--- src/rtl/isqrt_seq.sv ---
// Sequential restoring integer square root: one root bit per clock, W/2 iterations, go/done handshake.
// Optional ISQRT_ROUND_EN: root rounds to nearest (saturating); rem always reports n - floor_root^2.
`timescale 1ns/1ps

module isqrt_seq #(
  parameter int W = 8
) (
  input  logic           clock,
  input  logic           reset,
  input  logic           go,
  input  logic [W-1:0]   n,
  output logic           busy,
  output logic           done,
  output logic [W/2-1:0] root,
  output logic [W/2:0]   rem
);

  localparam int RW = W / 2;
  localparam int CW = $clog2(RW + 1);

  typedef enum logic [1:0] {IDLE, CALC, DONE} state_t;

  state_t         state_q, state_d;
  logic [W-1:0]   x_q, x_d;
  logic [RW-1:0]  q_q, q_d;
  logic [RW+1:0]  r_q, r_d;
  logic [CW-1:0]  i_q, i_d;
  logic [RW-1:0]  root_q, root_d;
  logic [RW:0]    rem_q, rem_d;

  // One restoring step: trial-subtract {q,01} from the remainder with the next radicand pair appended.
  logic [1:0]     x_top;
  logic [RW+2:0]  trial_a, trial_b, trial_diff;
  logic           trial_ge;
  logic [RW+1:0]  r_iter;
  logic [RW:0]    q_shift;
  logic [RW-1:0]  q_iter;
  logic [RW-1:0]  root_fin;
  logic           last_iter;

  always_comb begin
    x_top      = x_q[W-1:W-2];
    trial_a    = {r_q[RW:0], x_top};
    trial_b    = {1'b0, q_q, 2'b01};
    trial_diff = trial_a - trial_b;
    trial_ge   = (trial_a >= trial_b);
    r_iter     = trial_ge ? trial_diff[RW+1:0] : trial_a[RW+1:0];
    q_shift    = {q_q, trial_ge};
    q_iter     = q_shift[RW-1:0];
    last_iter  = (i_q == CW'(RW - 1));
`ifdef ISQRT_ROUND_EN
    // r > q means n sits past the midpoint (q+0.5)^2; saturate when q is already all ones.
    if ((r_iter > {2'b00, q_iter}) && (q_iter != {RW{1'b1}}))
      root_fin = q_iter + RW'(1);
    else
      root_fin = q_iter;
`else
    root_fin = q_iter;
`endif
  end

  always_comb begin
    state_d = state_q;
    x_d     = x_q;
    q_d     = q_q;
    r_d     = r_q;
    i_d     = i_q;
    root_d  = root_q;
    rem_d   = rem_q;
    case (state_q)
      IDLE, DONE: begin
        if (go) begin
          state_d = CALC;
          x_d     = n;
          q_d     = '0;
          r_d     = '0;
          i_d     = '0;
        end else if (state_q == DONE) begin
          state_d = IDLE;
        end
      end
      CALC: begin
        x_d = x_q << 2;
        q_d = q_iter;
        r_d = r_iter;
        i_d = i_q + CW'(1);
        if (last_iter) begin
          state_d = DONE;
          root_d  = root_fin;
          rem_d   = r_iter[RW:0];
        end
      end
      default: state_d = IDLE;
    endcase
  end

  always_ff @(posedge clock) begin
    if (reset) begin
      state_q <= IDLE;
      x_q     <= '0;
      q_q     <= '0;
      r_q     <= '0;
      i_q     <= '0;
      root_q  <= '0;
      rem_q   <= '0;
    end else begin
      state_q <= state_d;
      x_q     <= x_d;
      q_q     <= q_d;
      r_q     <= r_d;
      i_q     <= i_d;
      root_q  <= root_d;
      rem_q   <= rem_d;
    end
  end

  assign busy = (state_q == CALC);
  assign done = (state_q == DONE);
  assign root = root_q;
  assign rem  = rem_q;

endmodule
--- config.mk ---
export PLATFORM = sky130hd
export DESIGN_NAME = isqrt_seq
export DESIGN_NICKNAME = d
export VERILOG_FILES = /design/src/rtl/isqrt_seq.sv
export SDC_FILE = /design/constraint.sdc
export NUM_CORES = 1
export LEC_CHECK = 0
export ABC_AREA = 1
export CAP_MARGIN = 25
export CORE_MARGIN = 1.5
export CORE_UTILIZATION = 45
export CTS_BUF_LIST = sky130_fd_sc_hd__clkbuf_4 sky130_fd_sc_hd__clkbuf_8
export CTS_CLUSTER_DIAMETER = 30
export DETAILED_ROUTE_END_ITERATION = 8
export PLACE_DENSITY = 0.78
export RECOVER_POWER = 25
export SLEW_MARGIN = 20
export SYNTH_ARGS = -nofsm -noshare
export SYNTH_HDL_FRONTEND = slang
export SYNTH_SLANG_ARGS = --single-unit
--- constraint.sdc ---
create_clock -name clock -period 2.9 [get_ports clock]
set_input_delay 0.87 -clock clock [delete_from_list [all_inputs] [get_ports clock]]
set_output_delay 0.87 -clock clock [all_outputs]
set_load 0.1 [all_outputs]
==> results of run 1 <==
==> metrics by stage <==
stage / util [%] / cell area (sq um) / hold WS, ns / total power, mW / instances
after floorplan: - / 1536 / 0.4286 / 0.8045 / 208
after global placement: 52.76 / 1747 / 0.4525 / 0.8918 / 271
after detailed placement: 52.76 / 1747 / 0.4525 / 0.8980 / 271
after CTS: 54.50 / 1804 / 0.4738 / 1.159 / 279
after global routing: 54.16 / 1793 / 0.5037 / 1.235 / 279
final: 54.16 / 1793 / 0.4720 / 1.149 / 279
==> flip-flops by register name (all words and copies together) (netlist names) <==
| signal | cells |
|---|---|
| x_q | 8 |
| r_q | 5 |
| rem | 5 |
| q_q | 4 |
| root | 4 |
| i_q | 3 |
| state_q | 2 |
==> routing by layer <==
metal  part of all wire (%)  up-vias  GRT usage [%]
met5                      0        -              0
met4                    1.8        0          8.815
met3                    5.4        7          6.303
met2                     47       39          31.16
met1                     46      607          25.39
li1                       -      716              -
==> worst paths after layout <==
kind	start	endpoint	slack [ns]	cells past startpoint
setup / recovery	go	x_q[6]	0.45	5
hold reg to reg	root[3]	root[3]	0.47	2
hold / removal	root[3]	root[3]	0.47	2
setup reg to reg	q_q[0]	rem[1]	1.09	10
==> cell families (layout without fill, tap and decap cells) <==
kind of cell,Yosys count,in the layout
compound gates,33,33
xor+xnor,1,1
fa+ha+maj,8,8
buf+inv,34,59
flops,31,31
simple gates,101,101
==> synthesized netlist by cell type (2+ instances only) <==
library cell,instances
clkbuf_1,2
o21ai_1,2
dfxtp_1,31
a21oi_2,3
buf_6,2
nand2_2,6
nand2_4,2
nor2_1,20
nor3_1,6
a21oi_1,16
inv_2,2
o21ai_0,4
nand2_1,49
a211oi_1,3
nand3b_1,2
o221ai_1,4
inv_1,26
nand3_1,14
ha_1,8
==> report_power, final <==
group,total [mW],internal [mW],switching [mW]
Sequential,0.478,0.455,0.0229
Clock,0.260,0.113,0.147
Combinational,0.411,0.141,0.270
==> cell type report <==
cell class	count	area share, %
clock buffer	7	2.931
clock inverter	1	0.2791
inverter	29	6.141
multi-input combinational	143	42.22
sequential	31	34.61
tap	46	3.210
timing repair buffer	22	10.61
==> worst max-delay path, cell delays in order <==
cell and delay, ns:
dlygate4sd3_1 0.52, nand2_1 0.17, nand2_1 0.27, clkinvlp_2 0.51
a211oi_1 0.36
==> qor.txt, run 1 <==
Longest Clk Path Bufs: 2
Sequential fraction of the synthesis area: 40.39%
Postcts setup bufs: 0
Worst-margin pin slew: 0.5240 ns
Final hold violation count: 0
Compound-cell area share of the yosys netlist: 13.03%
Main synth FF type: dfxtp_1
Kind of critical path: primary input to flop
Final worst slack: 0.4504 ns
Io pins: 22
Worst min-delay path class: flop to flop
Pwr Density: 640.7 nW/um^2
Status: completed
Worst slack, placed: 0.8521 ns
DIE WIDTH: 61.43 microns
RSZ-0062 raised after global routing: no
Clock sink count: 31
# port buffers: 21
Initial Util: 46.41%
LEAKAGE: 0.8046 nW
Worst-path clk slew: 0.09 ns
Global-route wire length before repair: 5375 microns
CTS tree: yes
Min Tclk post-route: 2.450 ns
Register Area: 620.6 sq um
DRT Wirelength: 3274 microns
Adder-cell share of the synthesized area: 6.515%
Height of the chip: 61.43 microns
Post-synth EDFFs: 0
Yosys top cell area share: 40.39%
Antenna Cells: 0
Xor/xnor share of the synthesized area: 0.5700%
Synth cell types: 25
Critical Path End Type: flop
Max frequency: 408.2 MHz
Flops & latches, synth: 31
CP arrival: 2.70 ns
Synth warn: 0
Antenna violations before repair: 0
Dominant combinational cell family by area after synthesis: simple AND/OR/NAND/NOR gates
Vias in the first global route: 1216
Crit path max fanout: 15
Iter 0 DRT Violations: 50
Final Wtd Congestion: 0.8109
Via/cell ratio: 4.907
Layout area overhead: 16.69%
FILL cells: 341
Post-route ant nets: 0
Num rows: 21
Count of final setup violators: 0
Commonest non-fill, non-tap cell in the layout: nand2_1
DRC Markers: 0
Cell Area, Synth: 1536 sq um
Num CTS Buffers: 5
Final max-slew violation count: 0
Post-synthesis mux area share: 0%
DRT Pass-1 Iters: 4
Most frequent cells in the layout: nand2_1 (51), dfxtp_1 (31), inv_1 (26)
Area used by multi-input combinational logic: 757.0 sq um
Synth area leader: dfxtp_1
Setup_tns: 0 ns
Post-Synthesis Mean Instance Area: 7.387 sq um
Post-CTS Hold Fix Bufs: 0
Gr ovfl total: 0
Via Count: 1369
Clock skew after layout: 0.007985 ns
# H-tree levels: 2
Worst-Skew Late Latency: 0.34 ns
Worst setup SP type: primary input
Largest cells by area after synthesis: dfxtp_1 (40%), nand2_1 (12%), ha_1 (6.5%)
Worst EP required: 3.15 ns
Layout Nets: 251
Max cap viols: 0
Share of cells above drive strength 1: 14.59%
VDD IR max: 0.2986 mV
Post-Synth Simple-Gate Area: 29.80%
Post-synth ARST share: 0%
Post-CTS sizing: 0
Cells after synthesis: 208
Clock Root Buffer: clkbuf_4
Placeable Area: 3311 sq um
Syn_nets: 227
DP HPWL: 2269 microns
Crit share post-route: 84.47%
Max_slew headroom: 64.87%
GRT Util Overall: 19.97%
Largest net degree at the start of global routing: 24
DIE AREA: 3774 sq um
Routed WL per cell: 11.73 microns
Note: power is estimated with default switching activity, not from simulation.
==> run 2, diff against run 1 <==
Clock period 2.9 ns to 2.4 ns, I/O delays scaled along.
==> run 2 against run 1 <==
Net effect: clock skew increased by 0.0039 ns; worst setup slack worse by 0.22 ns; register-to-register slack got worse by 0.47 ns; clock power is 19% higher; count of clock-buffer cells in the layout stayed put; highest routed layer unchanged.
==> qor.txt, run 2 (synthesis gave the netlist of run 1 again) <==
Vias in the first global route: 1150
Clock skew after layout: 0.01192 ns
DRT Wirelength: 3025 microns
Worst-Skew Late Latency: 0.33 ns
Clock sink count: 31
Post-route ant nets: 0
Count of final setup violators: 0
CP arrival: 2.41 ns
DP HPWL: 2182 microns
# H-tree levels: 2
LEAKAGE: 0.8107 nW
Number of flip-flops in the largest register: 8
Crit path max fanout: 15
Io pins: 22
Worst-margin pin slew: 0.4917 ns
GRT Util Overall: 17.79%
DRC Markers: 0
Via/cell ratio: 4.738
Iter 0 DRT Violations: 47
Critical Path End Type: flop
Worst-path clk slew: 0.09 ns
Crit share post-route: 90.58%
Max frequency: 460.0 MHz
Final Wtd Congestion: 0.8456
Worst EP required: 2.64 ns
VDD IR max: 0.5458 mV
Share of cells above drive strength 1: 15.02%
Setup_tns: 0 ns
Post-CTS Hold Fix Bufs: 0
FILL cells: 362
Num rows: 21
CTS tree: yes
CP max stage cell: dlygate4sd3_1
Register Area: 620.6 sq um
Largest net degree at the start of global routing: 24
DIE WIDTH: 61.43 microns
DRT Pass-1 Iters: 4
Most frequent cells in the layout: nand2_1 (50), dfxtp_1 (31), inv_1 (26)
DIE AREA: 3774 sq um
WHS: 0.4657 ns
CP max stage delay: 0.52 ns
Worst setup SP type: primary input
Layout area overhead: 18.00%
Antenna violations before repair: 0
Area used by multi-input combinational logic: 764.5 sq um
Max_slew headroom: 67.04%
Clock Root Buffer: clkbuf_4
Status: completed
Postcts setup bufs: 0
CP bufs+invs: 2
Routed WL per cell: 10.84 microns
Antenna Cells: 0
Max cap viols: 0
Worst slack, placed: 0.5209 ns
Layout Nets: 251
Post-CTS sizing: 0
Height of the chip: 61.43 microns
Gr ovfl total: 0
Final hold violation count: 0
Pwr Density: 761.7 nW/um^2
Biggest register: x_q
Num CTS Buffers: 5
Via Count: 1322
Commonest non-fill, non-tap cell in the layout: nand2_1
Final max-slew violation count: 0
Global-route wire length before repair: 4954 microns
Placeable Area: 3311 sq um
Initial Util: 46.41%
# port buffers: 21
Crit-path cells: dlygate4sd3_1 > nand2_1 > nand2_4 > clkinvlp_2 > a211oi_1
Kind of critical path: primary input to flop
RSZ-0062 raised after global routing: no
Worst min-delay path class: flop to flop
Top Family by Delay on Critical Path: buffers and inverters
Min Tclk post-route: 2.174 ns
Longest Clk Path Bufs: 2
Final worst slack: 0.2262 ns
Total power: 1.381 mW
run 2: cell types whose count changed in the layout (fill, tap and decap cells not counted):
cell,change
buf_12,+1
nand2_4,+1
nand2_1,-1
buf_4,-1
run 2: worst paths after layout:
check | cells past startpoint | endpoint | from | slack [ns]
setup / recovery | 5 | x_q[6] | go | 0.23
hold / removal | 1 | i_q[0] | i_q[0] | 0.47
setup reg to reg | 9 | r_q[2] | q_q[0] | 0.62
hold reg to reg | 1 | i_q[0] | i_q[0] | 0.47
run 2: metal layers:
| metal | GRT usage [%] | vias up | part of all wire (%) |
|---|---|---|---|
| met1 | 25.13 | 575 | 51 |
| met5 | 0 | - | 0 |
| li1 | - | 720 | - |
| met4 | 4.863 | 0 | 0.86 |
| met3 | 5.042 | 4 | 3.6 |
| met2 | 26.75 | 23 | 44 |
run 2: cell type report:
cell class,count,share of cell area (%)
flip-flops and latches,31,34.23
clock inverters,1,0.2761
repair buffers,22,11.18
clock buffers,7,2.899
multi-input cells,143,42.17
inverters,29,6.073
well taps,46,3.175
run 2: worst reg2reg max path, stage by stage (launching register included):
cell     delay, ns
dfxtp_1       0.39
inv_1         0.07
ha_1          0.37
a21oi_2       0.21
nand2_2       0.09
nand2_4       0.11
nand3_4       0.12
nand2_1       0.11
nand3_1       0.11
a21oi_1       0.14
run 2: power by group:
part / total, mW / switching, mW / internal, mW / leakage (nW)
clock: 0.310 / 0.174 / 0.137 / 0.0361
sequential: 0.576 / 0.0262 / 0.550 / 0.253
combinational: 0.495 / 0.320 / 0.175 / 0.522
run 2: per-stage QoR:
stage / area (sq um) / utilization [%] / std cells
detailed placement: 1759 / 53.14 / 271
finish: 1813 / 54.76 / 279
global placement: 1759 / 53.14 / 271
global route: 1813 / 54.76 / 279
CTS: 1817 / 54.88 / 279
floorplan: 1536 / - / 208
